[config.mk]
export PLATFORM = sky130hd
export DESIGN_NAME = mem_arbiter
export DESIGN_NICKNAME = d
export VERILOG_FILES = /design/src/rtl/mem_arbiter.sv
export SDC_FILE = /design/constraint.sdc
export NUM_CORES = 1
export LEC_CHECK = 0
export ABC_AREA = 1
export BUFFER_PORTS_ARGS = -buffer_cell sky130_fd_sc_hd__buf_2
export CORE_UTILIZATION = 45
export DETAILED_ROUTE_END_ITERATION = 7
export PLACE_DENSITY = 0.73
export SLEW_MARGIN = 0
export SYNTH_ARGS = -nofsm -noshare
export SYNTH_HDL_FRONTEND = slang
export SYNTH_SLANG_ARGS = --single-unit
export TNS_END_PERCENT = 5
[constraint.sdc]
create_clock -name i_clk -period 1.5 [get_ports i_clk]
set_input_delay 0.15 -clock i_clk [delete_from_list [all_inputs] [get_ports i_clk]]
set_output_delay 0.15 -clock i_clk [all_outputs]
set_load 0.005 [all_outputs]
[src/rtl/mem_arbiter.sv]
// rtl/mem_arbiter.sv - single-port data memory arbiter between instruction fetch and load/store unit
//
// Purpose:
//   Shares one registered-read, byte-addressed memory between instruction fetch (IF, read-only,
//   always a 32-bit word) and the load/store unit (LSU, read/write, width-coded). One access is
//   in flight at a time: IDLE -> ISSUE -> CAPT -> IDLE, or IDLE -> ERR -> IDLE for rejected
//   accesses. Each accepted request gets exactly one single-cycle ack.
//
// Configuration:
//   MEM_ARB_RR_EN  defined: round-robin between IF and LSU on contention.
//                  undefined: fixed priority, LSU always wins contention.
//
// Ports:
//   i_clk, i_rst_n                   clock (rising edge), asynchronous active-low reset
//   i_if_req, i_if_addr              fetch request and byte address (held until o_if_ack)
//   o_if_ack, o_if_rdata             fetch ack pulse and fetched word (0 if out of range)
//   i_lsu_req, i_lsu_we, i_lsu_b     LSU request, store enable, width code
//   i_lsu_addr, i_lsu_wdata          LSU byte address and store data
//   o_lsu_ack, o_lsu_rdata           LSU ack pulse and load result (0 for stores/errors)
//   o_lsu_err                        access rejected, qualified by o_lsu_ack
//   o_mem_ad, o_mem_we, o_mem_b      memory address, write enable, width code
//   o_mem_wdata, i_mem_rdata         memory write data, registered memory read data
//   o_busy                           high whenever an access is in flight

module mem_arbiter #(
  parameter int BITS      = 32,
  parameter int MEM_BYTES = 4096
) (
  input  logic            i_clk,
  input  logic            i_rst_n,
  input  logic            i_if_req,
  input  logic [BITS-1:0] i_if_addr,
  output logic            o_if_ack,
  output logic [BITS-1:0] o_if_rdata,
  input  logic            i_lsu_req,
  input  logic            i_lsu_we,
  input  logic [2:0]      i_lsu_b,
  input  logic [BITS-1:0] i_lsu_addr,
  input  logic [BITS-1:0] i_lsu_wdata,
  output logic            o_lsu_ack,
  output logic [BITS-1:0] o_lsu_rdata,
  output logic            o_lsu_err,
  output logic [BITS-1:0] o_mem_ad,
  output logic            o_mem_we,
  output logic [2:0]      o_mem_b,
  output logic [BITS-1:0] o_mem_wdata,
  input  logic [BITS-1:0] i_mem_rdata,
  output logic            o_busy
);

  typedef enum logic [1:0] {
    S_IDLE  = 2'd0,
    S_ISSUE = 2'd1,
    S_CAPT  = 2'd2,
    S_ERR   = 2'd3
  } state_t;

  localparam logic [2:0]    LP_B_WORD  = 3'b010;
  localparam logic [BITS:0] LP_MEM_END = (BITS+1)'(MEM_BYTES);

  // Access size in bytes; the low two bits of the width code select 1/2/4/8.
  function automatic logic [3:0] f_size(input logic [2:0] b);
    case (b[1:0])
      2'b00:   f_size = 4'd1;
      2'b01:   f_size = 4'd2;
      2'b10:   f_size = 4'd4;
      default: f_size = 4'd8;
    endcase
  endfunction

  // One extra bit so addresses near the top of the address space cannot wrap into range.
  function automatic logic f_out_of_range(input logic [BITS-1:0] addr, input logic [3:0] size);
    logic [BITS:0] w_end;
    w_end = {1'b0, addr} + (BITS+1)'(size);
    f_out_of_range = (w_end > LP_MEM_END);
  endfunction

  // Registered state
  state_t          r_state;
  logic            r_win_lsu;   // winner of the access in flight
  logic            r_is_store;
  logic            r_if_ack;
  logic [BITS-1:0] r_if_rdata;
  logic            r_lsu_ack;
  logic [BITS-1:0] r_lsu_rdata;
  logic            r_lsu_err;
  logic [BITS-1:0] r_mem_ad;
  logic            r_mem_we;
  logic [2:0]      r_mem_b;
  logic [BITS-1:0] r_mem_wdata;
`ifdef MEM_ARB_RR_EN
  logic            r_last_lsu;  // 0 = IF granted last (reset value), 1 = LSU granted last
`endif

  // Next-state values
  state_t          w_state_n;
  logic            w_win_lsu_n;
  logic            w_is_store_n;
  logic            w_if_ack_n;
  logic [BITS-1:0] w_if_rdata_n;
  logic            w_lsu_ack_n;
  logic [BITS-1:0] w_lsu_rdata_n;
  logic            w_lsu_err_n;
  logic [BITS-1:0] w_mem_ad_n;
  logic            w_mem_we_n;
  logic [2:0]      w_mem_b_n;
  logic [BITS-1:0] w_mem_wdata_n;

  logic            w_pick_lsu;
  logic            w_lsu_bad_width;
  logic            w_lsu_bad;
  logic            w_if_bad;
  logic            w_accept;

  // Widths that do not exist on this data path: 111 always, D/WU only on a 64-bit path.
  assign w_lsu_bad_width = (i_lsu_b == 3'b111) ||
                           ((BITS == 32) && ((i_lsu_b == 3'b011) || (i_lsu_b == 3'b110)));
  assign w_lsu_bad       = w_lsu_bad_width || f_out_of_range(i_lsu_addr, f_size(i_lsu_b));
  assign w_if_bad        = f_out_of_range(i_if_addr, 4'd4);
  assign w_accept        = (r_state == S_IDLE) && (i_lsu_req || i_if_req);

`ifdef MEM_ARB_RR_EN
  // On contention, the requester not granted last wins; a lone requester always wins.
  assign w_pick_lsu = i_lsu_req && (!i_if_req || !r_last_lsu);
`else
  assign w_pick_lsu = i_lsu_req;
`endif

  always_comb begin
    w_state_n     = r_state;
    w_win_lsu_n   = r_win_lsu;
    w_is_store_n  = r_is_store;
    w_if_ack_n    = 1'b0;
    w_if_rdata_n  = '0;
    w_lsu_ack_n   = 1'b0;
    w_lsu_rdata_n = '0;
    w_lsu_err_n   = 1'b0;
    w_mem_ad_n    = r_mem_ad;
    w_mem_we_n    = 1'b0;       // write enable lives for the ISSUE cycle only
    w_mem_b_n     = r_mem_b;
    w_mem_wdata_n = r_mem_wdata;

    case (r_state)
      S_IDLE: begin
        if (w_accept) begin
          w_win_lsu_n = w_pick_lsu;
          if (w_pick_lsu) begin
            if (w_lsu_bad) begin
              // Rejected accesses never reach the memory pins.
              w_is_store_n = 1'b0;
              w_state_n    = S_ERR;
            end else begin
              w_mem_ad_n    = i_lsu_addr;
              w_mem_b_n     = i_lsu_b;
              w_mem_wdata_n = i_lsu_wdata;
              w_mem_we_n    = i_lsu_we;
              w_is_store_n  = i_lsu_we;
              w_state_n     = S_ISSUE;
            end
          end else begin
            w_is_store_n = 1'b0;
            if (w_if_bad) begin
              w_state_n = S_ERR;
            end else begin
              w_mem_ad_n    = i_if_addr;
              w_mem_b_n     = LP_B_WORD;
              w_mem_wdata_n = '0;
              w_state_n     = S_ISSUE;
            end
          end
        end
      end

      S_ISSUE: begin
        // Memory samples address/width/data at this edge; read data appears during CAPT.
        w_state_n = S_CAPT;
      end

      S_CAPT: begin
        if (r_win_lsu) begin
          w_lsu_ack_n   = 1'b1;
          w_lsu_rdata_n = r_is_store ? '0 : i_mem_rdata;
        end else begin
          w_if_ack_n   = 1'b1;
          w_if_rdata_n = i_mem_rdata;
        end
        w_state_n = S_IDLE;
      end

      S_ERR: begin
        // LSU sees an error flag; an out-of-range fetch just returns zero data.
        if (r_win_lsu) begin
          w_lsu_ack_n = 1'b1;
          w_lsu_err_n = 1'b1;
        end else begin
          w_if_ack_n = 1'b1;
        end
        w_state_n = S_IDLE;
      end

      default: begin
        w_state_n = S_IDLE;
      end
    endcase
  end

  always_ff @(posedge i_clk or negedge i_rst_n) begin
    if (!i_rst_n) begin
      r_state     <= S_IDLE;
      r_win_lsu   <= 1'b0;
      r_is_store  <= 1'b0;
      r_if_ack    <= 1'b0;
      r_if_rdata  <= '0;
      r_lsu_ack   <= 1'b0;
      r_lsu_rdata <= '0;
      r_lsu_err   <= 1'b0;
      r_mem_ad    <= '0;
      r_mem_we    <= 1'b0;
      r_mem_b     <= '0;
      r_mem_wdata <= '0;
    end else begin
      r_state     <= w_state_n;
      r_win_lsu   <= w_win_lsu_n;
      r_is_store  <= w_is_store_n;
      r_if_ack    <= w_if_ack_n;
      r_if_rdata  <= w_if_rdata_n;
      r_lsu_ack   <= w_lsu_ack_n;
      r_lsu_rdata <= w_lsu_rdata_n;
      r_lsu_err   <= w_lsu_err_n;
      r_mem_ad    <= w_mem_ad_n;
      r_mem_we    <= w_mem_we_n;
      r_mem_b     <= w_mem_b_n;
      r_mem_wdata <= w_mem_wdata_n;
    end
  end

`ifdef MEM_ARB_RR_EN
  always_ff @(posedge i_clk or negedge i_rst_n) begin
    if (!i_rst_n) begin
      r_last_lsu <= 1'b0;
    end else if (w_accept) begin
      r_last_lsu <= w_pick_lsu;
    end
  end
`endif

  assign o_if_ack    = r_if_ack;
  assign o_if_rdata  = r_if_rdata;
  assign o_lsu_ack   = r_lsu_ack;
  assign o_lsu_rdata = r_lsu_rdata;
  assign o_lsu_err   = r_lsu_err;
  assign o_mem_ad    = r_mem_ad;
  assign o_mem_we    = r_mem_we;
  assign o_mem_b     = r_mem_b;
  assign o_mem_wdata = r_mem_wdata;
  assign o_busy      = (r_state != S_IDLE);

endmodule

==> flow_summary.ini <==
[logic_synthesis]
synth_seq_area_share = 0.459
synth_cells = 1033
synth_fp_nets = 1174
ys.flop_type = dfrtp_1
syn_area_sq_um = 7570
synth-seq-cells = 139
synth_top_area_frac = 0.459
async_flop_share = 1.00
synth_edf_count = 0
synthTopCellsByArea = dfrtp_1, nand2_1, inv_1, nand3_1, nor3_1
postSynthAreaPerCell_sq_um = 7.33
yosys_warnings = 0
synth_top_area_cell = dfrtp_1
ys_types = 33

[setup_path]
crit_start = i_lsu_b[0]
worstPathArrival_ns = 2.69
crit_path_max_fanout = 6
r2r-start = r_state[1]
endpoint_kind = flip-flop
required_ns = 1.79
path_class = in2reg
setup.worst_path.start_class = input pin

[timing]
timing.final.hold_violations = 0
rsz0062_at_grt = true
period_minus_slack_ns = 2.40
hold_ws_ns = 0.00718
final_max_slew_viol_count = 0
layout_setup_ws_ns = -0.900
worstMarginPinSlew_ns = 0.436
slew_headroom = 0.709
tns_ns = -57.98
fmax_mhz = 417
skew_ns = 0.00959
finalCritPeriodShare = 1.60
finalSetupViolations = 70

[worst_hold_path]
hold_class = in2reg
worstHoldStart = i_mem_rdata[2]

[route]
wl_per_cell_um = 15.4
vias = 8542
drc_errors = 0
routed_via_density = 5.06
drtIter0Drc = 504
firstDrtPassIters = 4
postRouteWirelength_um = 26000
ant_nets = 0

[outcome]
outcome = complete, but fails checks
violations = negative setup slack

[global_route]
grt_pass1_wl_um = 41400
grt-ovfl-total = 0
grtUsageTotal = 0.301
antenna_found_initial = 2
grt_max_degree = 65
grt_pass1_vias = 8225

[layout]
multi_input_area_sq_um = 3700
final_cell_mix = nand2_1, buf_2, dfrtp_1, buf_4, inv_1
regArea_sq_um = 3480
drive_above_1_share = 0.346
final_nets = 1595
fin_util = 0.693
final_common_cell = nand2_1
area_delta_synth_final_pct = 51.3
fill_cells = 1304
fin_area_sq_um = 11500
instances_no_fill = 1689

[clock_network]
cts_tree = yes
clock_latency_ns = 0.41
cts-root-buf = clkbuf_16
cts.clk_slew.worst_paths_ns = 0.07
clkSinkCount = 139
cts_max_path_buffers = 2
cts_made_buffers = 17
cts_max_level = 4

[job]
cap_violations = 0

[die]
initial_core_util = 0.458
ios = 272
die_w_um = 132
dieArea_sq_um = 17400
core_area_sq_um = 16500
rows = 47
die_h_um = 132

[placed_design]
hpwl_um = 17600
gpl.final_weighted_congestion = 0.942
numPortBuffers = 271
pre_cts_ws_ns = -1.34
place_inst = 1611
place_area_sq_um = 10100

[power_and_ir_drop]
irDropWorstVdd_mv = 0.806
finalPower_mw = 11.1
p_leak_nw = 6.52
p_per_area_nw_per_um2 = 973
final timing paths:
check                                        to  slack [ns]  cells after the start
worst max-delay path             o_mem_wdata[7]       -0.90                     19
min in group asynchronous         o_if_rdata[6]        0.23                      2
worst max register to register   o_mem_wdata[7]        0.03                      6
max in group asynchronous       o_mem_wdata[25]        0.72                      3
worst min register to register  o_mem_wdata[19]        0.47                      2
worst min-delay path             o_lsu_rdata[2]       0.007                      3
flip-flops by register name (all words and copies together), names as in the netlist:
register,cells
o_lsu_err,1
o_mem_wdata,32
o_mem_we,1
o_mem_ad,32
o_lsu_rdata,32
o_mem_b,3
o_if_rdata,32
o_if_ack,1
r_is_store,1
r_win_lsu,1
r_state,2
o_lsu_ack,1
where the power goes:
| group | leakage (nW) | total (mW) | switching, mW | internal [mW] |
|---|---|---|---|---|
| sequential | 1.91 | 4.24 | 0.133 | 4.11 |
| clock | 0.281 | 4.11 | 1.76 | 2.35 |
| combinational | 4.33 | 2.79 | 1.74 | 1.05 |
| total | 6.52 | 11.1 | 3.64 | 7.51 |
cell usage after synthesis (2+ instances only):
library cell    n
or2_2           2
buf_4           4
o21bai_1        4
and2_1          3
buf_2           3
nand3_2         2
nor2_4          3
nor3_1         72
clkbuf_1       26
buf_1           2
xor2_1          4
o21ai_0        13
nand3_1        76
dfrtp_1       139
nand2_1       354
xnor2_1         6
nor2_1         94
a21boi_0       19
a21oi_1         4
inv_1         118
nand4_1        14
nand3b_1       46
nor2_2          8
nand2_2         2
ha_1            4
buf_6           4
metal layers:
layer,track usage,vias to the layer above,wire (um)
li1,-,4108,-
met3,0.0513,69,1850
met2,0.513,400,12900
met1,0.371,3965,10300
met5,0,-,0
met4,0.145,0,1020
cell type report:
| type | count | share of cell area |
|---|---|---|
| clock inverters | 15 | 0.0139 |
| flip-flops and latches | 139 | 0.304 |
| multi-input cells | 736 | 0.323 |
| inverters | 119 | 0.0390 |
| repair buffers | 441 | 0.259 |
| well taps | 220 | 0.0240 |
| clock buffers | 17 | 0.0371 |
| diodes | 2 | 0.000437 |
cells by family after synthesis:
logic type,count (synthesis),synth area share
buffers and inverters,158,0.0848
DFF,139,0.459
xor gates and xnor gates,10,0.0116
adders and majority gates,5,0.00925
AOI/OAI and AO/OA,43,0.0365
and+or+nand+nor,678,0.399
worst max-delay path, stage by stage:
cell     delay (ns)
buf_12         0.11
nor2_4         0.11
ha_4           0.14
fa_2           0.43
or2_4          0.25
a21oi_4        0.14
nand3_2        0.10
nor2_2         0.12
nand3_1        0.07
nor2_1         0.11
nor2_1         0.05
nor2_1         0.15
nand3_2        0.13
nand2_4        0.11
buf_6          0.11
nand2_8        0.10
buf_12         0.18
nand2_2        0.06
nand2_1        0.06
repair_timing:
action	in CTS	in global routing
setup endpoints to repair	70	70
hold buffers	32	0
pin swaps	18	13
hold endpoints to repair	100	0
buffers inserted	3	4
gates cloned	5	0
gates resized for setup	67	25
(Power assumes the default switching activity.)
